**config.mk**
```make
export PLATFORM = sky130hd
export DESIGN_NAME = imem_loader
export DESIGN_NICKNAME = d
export VERILOG_FILES = /design/src/rtl/imem_loader_pkg.sv /design/src/rtl/imem_loader.sv
export SDC_FILE = /design/constraint.sdc
export NUM_CORES = 1
export LEC_CHECK = 0
export BUFFER_PORTS_ARGS = -buffer_cell sky130_fd_sc_hd__buf_2
export CORE_AREA = 2 2 108 68
export DETAILED_ROUTE_END_ITERATION = 10
export DIE_AREA = 0 0 110 70
export PLACE_DENSITY = 0.75
export SETUP_SLACK_MARGIN = 0.15
export SYNTH_ARGS = -nofsm -noshare
export SYNTH_HDL_FRONTEND = slang
export SYNTH_SLANG_ARGS = --single-unit
export TNS_END_PERCENT = 30
```
**constraint.sdc**
```tcl
create_clock -name clk -period 4.7 [get_ports clk]
set_clock_uncertainty 0.2 [all_clocks]
set_input_delay 0.705 -clock clk [delete_from_list [all_inputs] [get_ports clk]]
set_output_delay 0.705 -clock clk [all_outputs]
set_load 0.005 [all_outputs]
```
**src/rtl/imem_loader_pkg.sv**
```systemverilog
// Shared types and constants for the instruction-memory boot loader.
package imem_loader_pkg;

  // Loader sequencing: two header bytes, payload, trailing checksum byte.
  typedef enum logic [2:0] {
    IDLE,
    LEN_LO,
    LEN_HI,
    DATA,
    CHECK,
    DONE,
    ERR
  } loader_state_t;

  // Number of little-endian length bytes ahead of the payload.
  localparam int HDR_BYTES = 2;

  // Running checksum is a plain modulo-256 byte sum.
  localparam int CKSUM_WIDTH = 8;

endpackage

```
**src/rtl/imem_loader.sv**
```systemverilog
// Boot-time loader: takes a length-prefixed, checksummed byte stream and
// writes the payload into instruction memory, holding the core in reset
// until a load finishes with a good checksum.
module imem_loader
  import imem_loader_pkg::*;
#(
  parameter int ADDRESS_WIDTH = 12,
  parameter int DATA_WIDTH    = 8,
  parameter int MAX_BYTES     = 4096
) (
  input  logic                     clk,
  input  logic                     rst_n,
  input  logic                     start,
  input  logic [DATA_WIDTH-1:0]    rx_data,
  input  logic                     rx_valid,
  output logic                     rx_ready,
  output logic                     mem_we,
  output logic [ADDRESS_WIDTH-1:0] mem_addr,
  output logic [DATA_WIDTH-1:0]    mem_wdata,
  output logic                     cpu_hold,
  output logic                     busy,
  output logic                     done,
  output logic                     error
);

  // One extra bit so a full 2**ADDRESS_WIDTH byte payload can be counted
  // without the counter wrapping back to zero.
  localparam int LEN_W = ADDRESS_WIDTH + 1;
  localparam int HDR_W = HDR_BYTES * DATA_WIDTH;

  loader_state_t          state;
  logic [DATA_WIDTH-1:0]  len_lo;
  logic [LEN_W-1:0]       length;
  logic [LEN_W-1:0]       counter;
  logic [CKSUM_WIDTH-1:0] checksum;

  logic                   xfer;
  logic [HDR_W-1:0]       hdr_len;
  logic                   hdr_bad;
  logic [CKSUM_WIDTH-1:0] cksum_next;
  logic                   last_byte;

  assign xfer       = rx_valid && rx_ready;
  assign hdr_len    = {rx_data, len_lo};
  assign hdr_bad    = (hdr_len == '0) || (hdr_len > HDR_W'(MAX_BYTES));
  assign cksum_next = checksum + CKSUM_WIDTH'(rx_data);
  assign last_byte  = (counter == (length - LEN_W'(1)));

  // The loader is willing to take a byte in any stream-consuming state,
  // regardless of whether the source is currently offering one.
  always_comb begin
    rx_ready = 1'b0;
    case (state)
      LEN_LO, LEN_HI, DATA, CHECK: rx_ready = 1'b1;
      default:                     rx_ready = 1'b0;
    endcase
  end

  // Main sequencer; every status output is registered and changes on the
  // same edge that enters the corresponding state.
  always_ff @(posedge clk or negedge rst_n) begin
    if (!rst_n) begin
      state     <= IDLE;
      len_lo    <= '0;
      length    <= '0;
      counter   <= '0;
      checksum  <= '0;
      mem_we    <= 1'b0;
      mem_addr  <= '0;
      mem_wdata <= '0;
      busy      <= 1'b0;
      done      <= 1'b0;
      error     <= 1'b0;
      cpu_hold  <= 1'b1;
    end else begin
      mem_we <= 1'b0;
      case (state)
        IDLE: begin
          if (start) begin
            state <= LEN_LO;
            busy  <= 1'b1;
          end
        end

        LEN_LO: begin
          if (xfer) begin
            len_lo <= rx_data;
            state  <= LEN_HI;
          end
        end

        LEN_HI: begin
          if (xfer) begin
            if (hdr_bad) begin
              state    <= ERR;
              busy     <= 1'b0;
              done     <= 1'b0;
              error    <= 1'b1;
              cpu_hold <= 1'b1;
            end else begin
              state    <= DATA;
              length   <= hdr_len[LEN_W-1:0];
              counter  <= '0;
              checksum <= '0;
            end
          end
        end

        DATA: begin
          if (xfer) begin
            mem_we    <= 1'b1;
            mem_addr  <= counter[ADDRESS_WIDTH-1:0];
            mem_wdata <= rx_data;
            checksum  <= cksum_next;
            counter   <= counter + LEN_W'(1);
            if (last_byte) begin
              state <= CHECK;
            end
          end
        end

        CHECK: begin
          if (xfer) begin
            busy <= 1'b0;
            if (cksum_next == '0) begin
              state    <= DONE;
              done     <= 1'b1;
              error    <= 1'b0;
              cpu_hold <= 1'b0;
            end else begin
              state    <= ERR;
              done     <= 1'b0;
              error    <= 1'b1;
              cpu_hold <= 1'b1;
            end
          end
        end

        DONE, ERR: begin
          if (start) begin
            state    <= LEN_LO;
            busy     <= 1'b1;
            done     <= 1'b0;
            error    <= 1'b0;
            cpu_hold <= 1'b1;
          end
        end

        default: begin
          state <= IDLE;
          busy  <= 1'b0;
        end
      endcase
    end
  end

endmodule

```
==> flow_summary.yaml, run 1 <==
clock_tree:
  postCtsSetupBuffers: 0
  cts_buffers: 9
  htree_levels: 3
  cts_sinks: 70
  cts.repair.resized: 0
  cts_buffer_depth: 2
  clkTransAtPathRegs_ns: 0.07
  clk_latency_ns: 0.35
  cts_tree: "built"
  cts_hold_buf: 0
  cts-root-buf: "clkbuf_8"
routing:
  drcViolationCount: 0
  dr.pass1.iters: 5
  drtAntennaViolNets: 0
  via_count: 3156
  wire_per_inst_um: 17.2
  drt_iter0_markers: 201
  vias_per_cell: 5.93
  routed_wl_um: 9130
synthesis:
  syn_avg_cell_area_um2: 9.47
  ys_ff_latch: 70
  yosysMostFrequentCell: "nand2_1"
  synth_edf_count: 0
  synth_top_area_cell: "dfrtp_1"
  synth.distinct_cells: 57
  post_synth_instance_area_um2: 3820
  synth_nets: 426
  synth_common_cells: "84 x nand2_1, 69 x dfrtp_1, 26 x xnor2_1"
  ys_seq_area_frac: 0.458
  yosys_warnings: 0
  synth_top_area_frac: 0.451
  syn_inst: 404
  synth_ff_type: "dfrtp_1"
  synth_area_leaders: "dfrtp_1 45%, nand2_1 8.2%, xnor2_1 6.0%"
  async_reset_ff_frac: 1.00
setup_path:
  cp_slowest_cell: "or2_0"
  r2r_cells: 6
  slowest_delay_ns: 0.66
  r2r-end: "checksum[7]$_DFFE_PN0P_"
  path_depth: 6
  startpoint: "len_lo[1]$_DFFE_PN0P_"
  crit_path_frequent_cell: "or4_4"
  crit_buf_inv: 0
  worstSetupStartpointType: "register"
  crit_fanout: 14
  endpoint: "checksum[7]$_DFFE_PN0P_"
  ff2ff_setup_slack_ns: 1.55
  worst-setup-path-type: "reg -> reg"
  cp.arrival_ns: 3.21
  r2r-start: "len_lo[1]$_DFFE_PN0P_"
  path_cells: "or4_4 > or4_4 > a31oi_4 > or2_0 > nand2_1 > o21ai_0"
  endpoint_kind: "register"
  crit_family: "simple AND/OR/NAND/NOR gates"
  required_ns: 4.76
die:
  core-area_um2: 6880
  ios: 38
  initial_utilization: 0.556
  die_h_um: 70
  fp.dieW_um: 110
  dieArea_um2: 7700
  rows: 24
layout:
  n_antenna_cell: 0
  seqCellArea_um2: 1750
  drive_above_1_share: 0.195
  final_area_um2: 4280
  fin_nets: 458
  area_growth_pct: 11.8
  n_fill_cell: 603
  multi_input_area_um2: 1940
grt:
  grt_max_degree: 44
  grt_pass1_vias: 3027
  grt_usage: 0.263
  antenna_found_initial: 0
  grt_pass1_wl_um: 15300
  grt-ovfl-total: 0
pwr:
  finalPower_w: 0.00257
  powerDensity_nw_per_um2: 602
  ir_drop_uv: 239
  leakage_nw: 1.98
sta:
  slew_headroom: 0.352
  rsz0062_at_grt: "no"
  fin_tns_setup_ns: 0
  setup_viol: 0
  tightestPinTransition_ns: 0.973
  drv_slew: 0
  finalCriticalPeriod_ns: 3.15
  hold_slack_ns: 0.269
  fin_ws_ns: 1.55
  hold_viol: 0
  fin_crit_sh: 0.670
  fmax_ghz: 0.318
placed_design:
  hpwl_um: 6570
  dp_slack_ns: 1.22
  gp_congestion: 0.936
  io_buffers: 37
  placed_area_um2: 4050
hold_path:
  worstHoldPathType: "reg -> reg"
flow_run:
  max_cap_violations: 0
run_status:
  status: "complete, no violations"
==> placed cells by master, fill, tap and decap left out, types with 3 or more instances in the layout <==
cell type,count
o21ai_0,19
nor2_1,18
or3_1,6
nor3b_1,3
nor3_1,18
a21oi_1,16
inv_1,9
mux2_2,18
dfrtp_1,69
a31oi_1,4
ha_1,9
a22o_1,4
buf_4,3
nand3_1,16
o221ai_1,3
nand2_1,84
and3_1,5
clkbuf_8,10
o21ai_1,3
xor2_1,7
buf_2,37
xnor2_1,26
or4_4,3
nand2b_1,4
==> worst reg2reg max path: stages, from the launching register on <==
cell and delay [ns]:
dfrtp_1 0.42, or4_4 0.58, or4_4 0.58, a31oi_4 0.36, or2_0 0.67, nand2_1 0.13
o21ai_0 0.11
==> per-layer routing <==
metal | part of all wire | global-route usage
met2 | 0.43 | 0.360
met1 | 0.49 | 0.405
met4 | 0.014 | 0.0830
met3 | 0.069 | 0.0635
met5 | 0 | 0
==> worst min-delay path by stage <==
stage / from / endpoint / slack, ns / cells after the start
floorplan: rst_n / busy$_DFFE_PN0P_ / 0.21 / 0
global placement: mem_wdata[6]$_DFFE_PN0P_ / mem_wdata[6]$_DFFE_PN0P_ / 0.25 / 2
detailed placement: mem_addr[11]$_DFFE_PN0P_ / mem_addr[11]$_DFFE_PN0P_ / 0.26 / 2
CTS: mem_addr[11]$_DFFE_PN0P_ / mem_addr[11]$_DFFE_PN0P_ / 0.28 / 2
global route: mem_wdata[0]$_DFFE_PN0P_ / mem_wdata[0]$_DFFE_PN0P_ / 0.29 / 2
finish: mem_addr[2]$_DFFE_PN0P_ / mem_addr[2]$_DFFE_PN0P_ / 0.27 / 2
==> cell type report <==
type | instances | share of cell area
flip-flops and latches | 70 | 0.410
clock inverters | 6 | 0.0199
inverters | 10 | 0.00878
clock buffers | 10 | 0.0322
multi-input cells | 305 | 0.454
repair buffers | 40 | 0.0486
well taps | 91 | 0.0266
==> power breakdown <==
group / total [W] / internal [W] / switching (W)
Combinational: 0.000988 / 0.000457 / 0.000531
Clock: 0.000541 / 0.000311 / 0.000230
Sequential: 0.00104 / 0.000794 / 0.000249
==> registers in the layout, indices dropped and copies added, names as in the netlist <==
signal     flops
counter       13
length        13
mem_addr      12
checksum       8
len_lo         8
mem_wdata      8
state          3
busy           1
cpu_hold       1
done           1
error          1
mem_we         1
==> cell families (layout without fill, tap and decap cells) <==
kind of cell             count (synthesis)  after routing  synth area share
multiplexers                            20             20            0.0589
buffers and inverters                   29             66            0.0340
AO/OA/AOI/OAI                           68             68             0.121
adder cells (fa/ha/maj)                 10             10            0.0347
XOR/XNOR                                33             33            0.0756
AND/OR/NAND/NOR                        174            174             0.217
flip-flops                              70             70             0.458
==> stage by stage <==
step | util | cells
global route | 0.622 | 532
global placement | 0.590 | 516
detailed placement | 0.590 | 516
finish | 0.622 | 532
floorplan | - | 404
CTS | 0.622 | 532
Power figures use the tool's default switching activity.
==> run 2: changes to the inputs <==
Settings changed: ABC_AREA set to 1, CORE_AREA 2 2 108 68 to 2 2 115 72, DIE_AREA 0 0 110 70 to 0 0 117 74, PLACE_DENSITY 0.75 to 0.73.
Clock period 4.7 ns to 2.8 ns, I/O delays scaled along.
==> run 2 against run 1 <==
Against the previous run: critical path depth up 7; maximum frequency up 40%; combinational power rose by 83%; hold slack worse by 0.051 ns; largest power group is now combinational cells.
==> flow_summary.yaml, run 2 <==
pwr:
  ir_drop_uv: 584
  powerDensity_nw_per_um2: 1030
  leakage_nw: 2.34
synthesis:
  syn_inst: 525
  yosysMostFrequentCell: "nand2_1"
  synth.distinct_cells: 42
  synth_ff_type: "dfrtp_1"
  ys_ff_latch: 70
  ys_seq_area_frac: 0.436
  yosys_warnings: 0
  synth_edf_count: 0
  synth_nets: 547
  synth_top_area_frac: 0.429
  synth_common_cells: "160 x nand2_1, 69 x dfrtp_1, 53 x inv_1"
  syn_avg_cell_area_um2: 7.66
  synth_area_leaders: "dfrtp_1 43%, nand2_1 15%, inv_1 4.9%"
  async_reset_ff_frac: 1.00
  post_synth_instance_area_um2: 4020
  synth_top_area_cell: "dfrtp_1"
layout:
  multi_input_area_um2: 1960
  post-route-util: 0.603
  biggestRegsByFlops: "counter x13, length x13, mem_addr x12"
  fin_nets: 588
  drive_above_1_share: 0.159
  seqCellArea_um2: 1750
  n_antenna_cell: 0
  final_common_cell: "nand2_1"
  layout_common_cells: "160 x nand2_1, 69 x dfrtp_1, 53 x inv_1"
  area_growth_pct: 14.9
  n_fill_cell: 711
routing:
  via_count: 3578
  vias_per_cell: 5.27
  drtAntennaViolNets: 0
  drcViolationCount: 0
  dr.pass1.iters: 5
  routed_wl_um: 9680
  drt_iter0_markers: 220
  wire_per_inst_um: 14.3
setup_path:
  required_ns: 2.82
  slowest_delay_ns: 0.40
  path_cells: "inv_1 > ha_1 > inv_1 > nor2_1 > nand3_2 > o21bai_1 > nand2_1 > nor2_1 > nand4_1 > nand2_2 > nand2_2 > nand2_1 > nand2_1"
  worstSetupStartpointType: "register"
  crit_path_frequent_cell: "nand2_1"
  endpoint_kind: "register"
  crit_fanout: 5
  worst-setup-path-type: "reg -> reg"
  cp_slowest_cell: "dfrtp_1"
  cp.arrival_ns: 2.26
clock_tree:
  htree_levels: 3
  cts.repair.resized: 0
  clk_latency_ns: 0.33
  cts-root-buf: "clkbuf_16"
  cts_sinks: 70
  cts_buffer_depth: 2
  cts_buffers: 9
  cts_tree: "built"
  clkTransAtPathRegs_ns: 0.06
die:
  initial_utilization: 0.525
  die_h_um: 74
  dieArea_um2: 8660
  ios: 38
  core-area_um2: 7660
  fp.dieW_um: 117
  rows: 25
sta:
  finalCriticalPeriod_ns: 2.24
  fin_crit_sh: 0.800
  hold_viol: 0
  setup_viol: 0
  fin_tns_setup_ns: 0
  fmax_ghz: 0.446
  rsz0062_at_grt: "no"
  slew_headroom: 0.558
  drv_slew: 0
  tightestPinTransition_ns: 0.662
flow_run:
  max_cap_violations: 0
grt:
  grt-ovfl-total: 0
  grt_pass1_vias: 3235
  grt_pass1_wl_um: 16100
  grt_usage: 0.245
  grt_max_degree: 46
  antenna_found_initial: 0
hold_path:
  worstHoldPathType: "in -> reg"
placed_design:
  io_buffers: 37
  hpwl_um: 7320
  gp_congestion: 0.948
run_status:
  status: "complete, no violations"
-- run 2: cell count changes after synthesis, moves of 8 or more --
cell	previous run	this run
nand2_1	84	160
xnor2_1	26	4
inv_1	9	53
nand3_1	16	34
o21ai_0	19	27
o21ai_1	3	26
nor3_1	18	8
clkbuf_1	12	1
nor2_1	18	44
mux2_2	18	0
-- run 2: cells by family (layout without fill, tap and decap cells) --
logic type               Yosys count  count (layout)  share of synthesized area
AO/OA/AOI/OAI                     80              80                      0.114
XOR/XNOR                          12              12                     0.0261
adder cells (fa/ha/maj)           10              10                     0.0330
buffers and inverters             73             119                     0.0765
flip-flops                        70              70                      0.436
AND/OR/NAND/NOR                  280             280                      0.314
-- run 2: worst max-delay path: cells and delay by family, from the launching register on --
kind / cells / cell delay (ns)
adders and majority gates: 1 / 0.28
and+or+nand+nor: 9 / 0.88
buffers and inverters: 2 / 0.22
AOI/OAI and AO/OA: 1 / 0.15
DFF: 1 / 0.40
-- run 2: layout make-up --
type | instances | area share
Clock buffer | 12 | 0.0555
Clock inverter | 4 | 0.0116
Inverter | 62 | 0.0503
Multi-Input combinational cell | 382 | 0.425
Sequential cell | 70 | 0.379
Tap cell | 108 | 0.0292
Timing Repair Buffer | 41 | 0.0498
-- run 2: path summary, 6_finish.rpt --
path | endpoint | startpoint | slack (ns) | cells after the start
setup / recovery | state[1]$_DFFE_PN0P_ | length[0]$_DFFE_PN0P_ | 0.56 | 13
hold / removal | mem_wdata[5]$_DFFE_PN0P_ | rx_data[5] | 0.22 | 3
setup reg to reg | state[1]$_DFFE_PN0P_ | length[0]$_DFFE_PN0P_ | 0.56 | 13
hold reg to reg | mem_addr[4]$_DFFE_PN0P_ | mem_addr[4]$_DFFE_PN0P_ | 0.27 | 2
max in group asynchronous | checksum[6]$_DFFE_PN0P_ | rst_n | 1.31 | 3
min in group asynchronous | counter[3]$_DFFE_PN0P_ | rst_n | 0.44 | 2
-- run 2: where the power goes --
group          internal [W]  leakage, nW  switching [W]
Clock              0.000742        0.145       0.000439
Combinational      0.000688         1.33        0.00112
Sequential          0.00140        0.874       0.000364
-- run 2: timing repair --
action	in CTS	in global routing
hold endpoints to repair	24	0
hold buffers	1	0
setup buffers	0	0
-- run 2: metrics by stage --
stage	area, µm²	cells	total power [W]	worst slack, ns	hold WS (ns)
floorplan	4020	525	0.00301	0.686	-0.0756
global placement	4300	662	0.00350	0.436	0.261
detailed placement	4300	662	0.00356	0.398	0.267
CTS	4620	679	0.00476	0.579	0.216
global route	4620	679	0.00516	0.366	0.251
finish	4620	679	0.00476	0.559	0.218
-- run 2: per-layer routing --
layer	vias to the layer above	part of all wire	GRT usage
met1	1658	0.50	0.377
met3	12	0.082	0.0546
met5	-	0	0
met2	137	0.41	0.355
met4	0	0.0095	0.0562
li1	1771	-	-
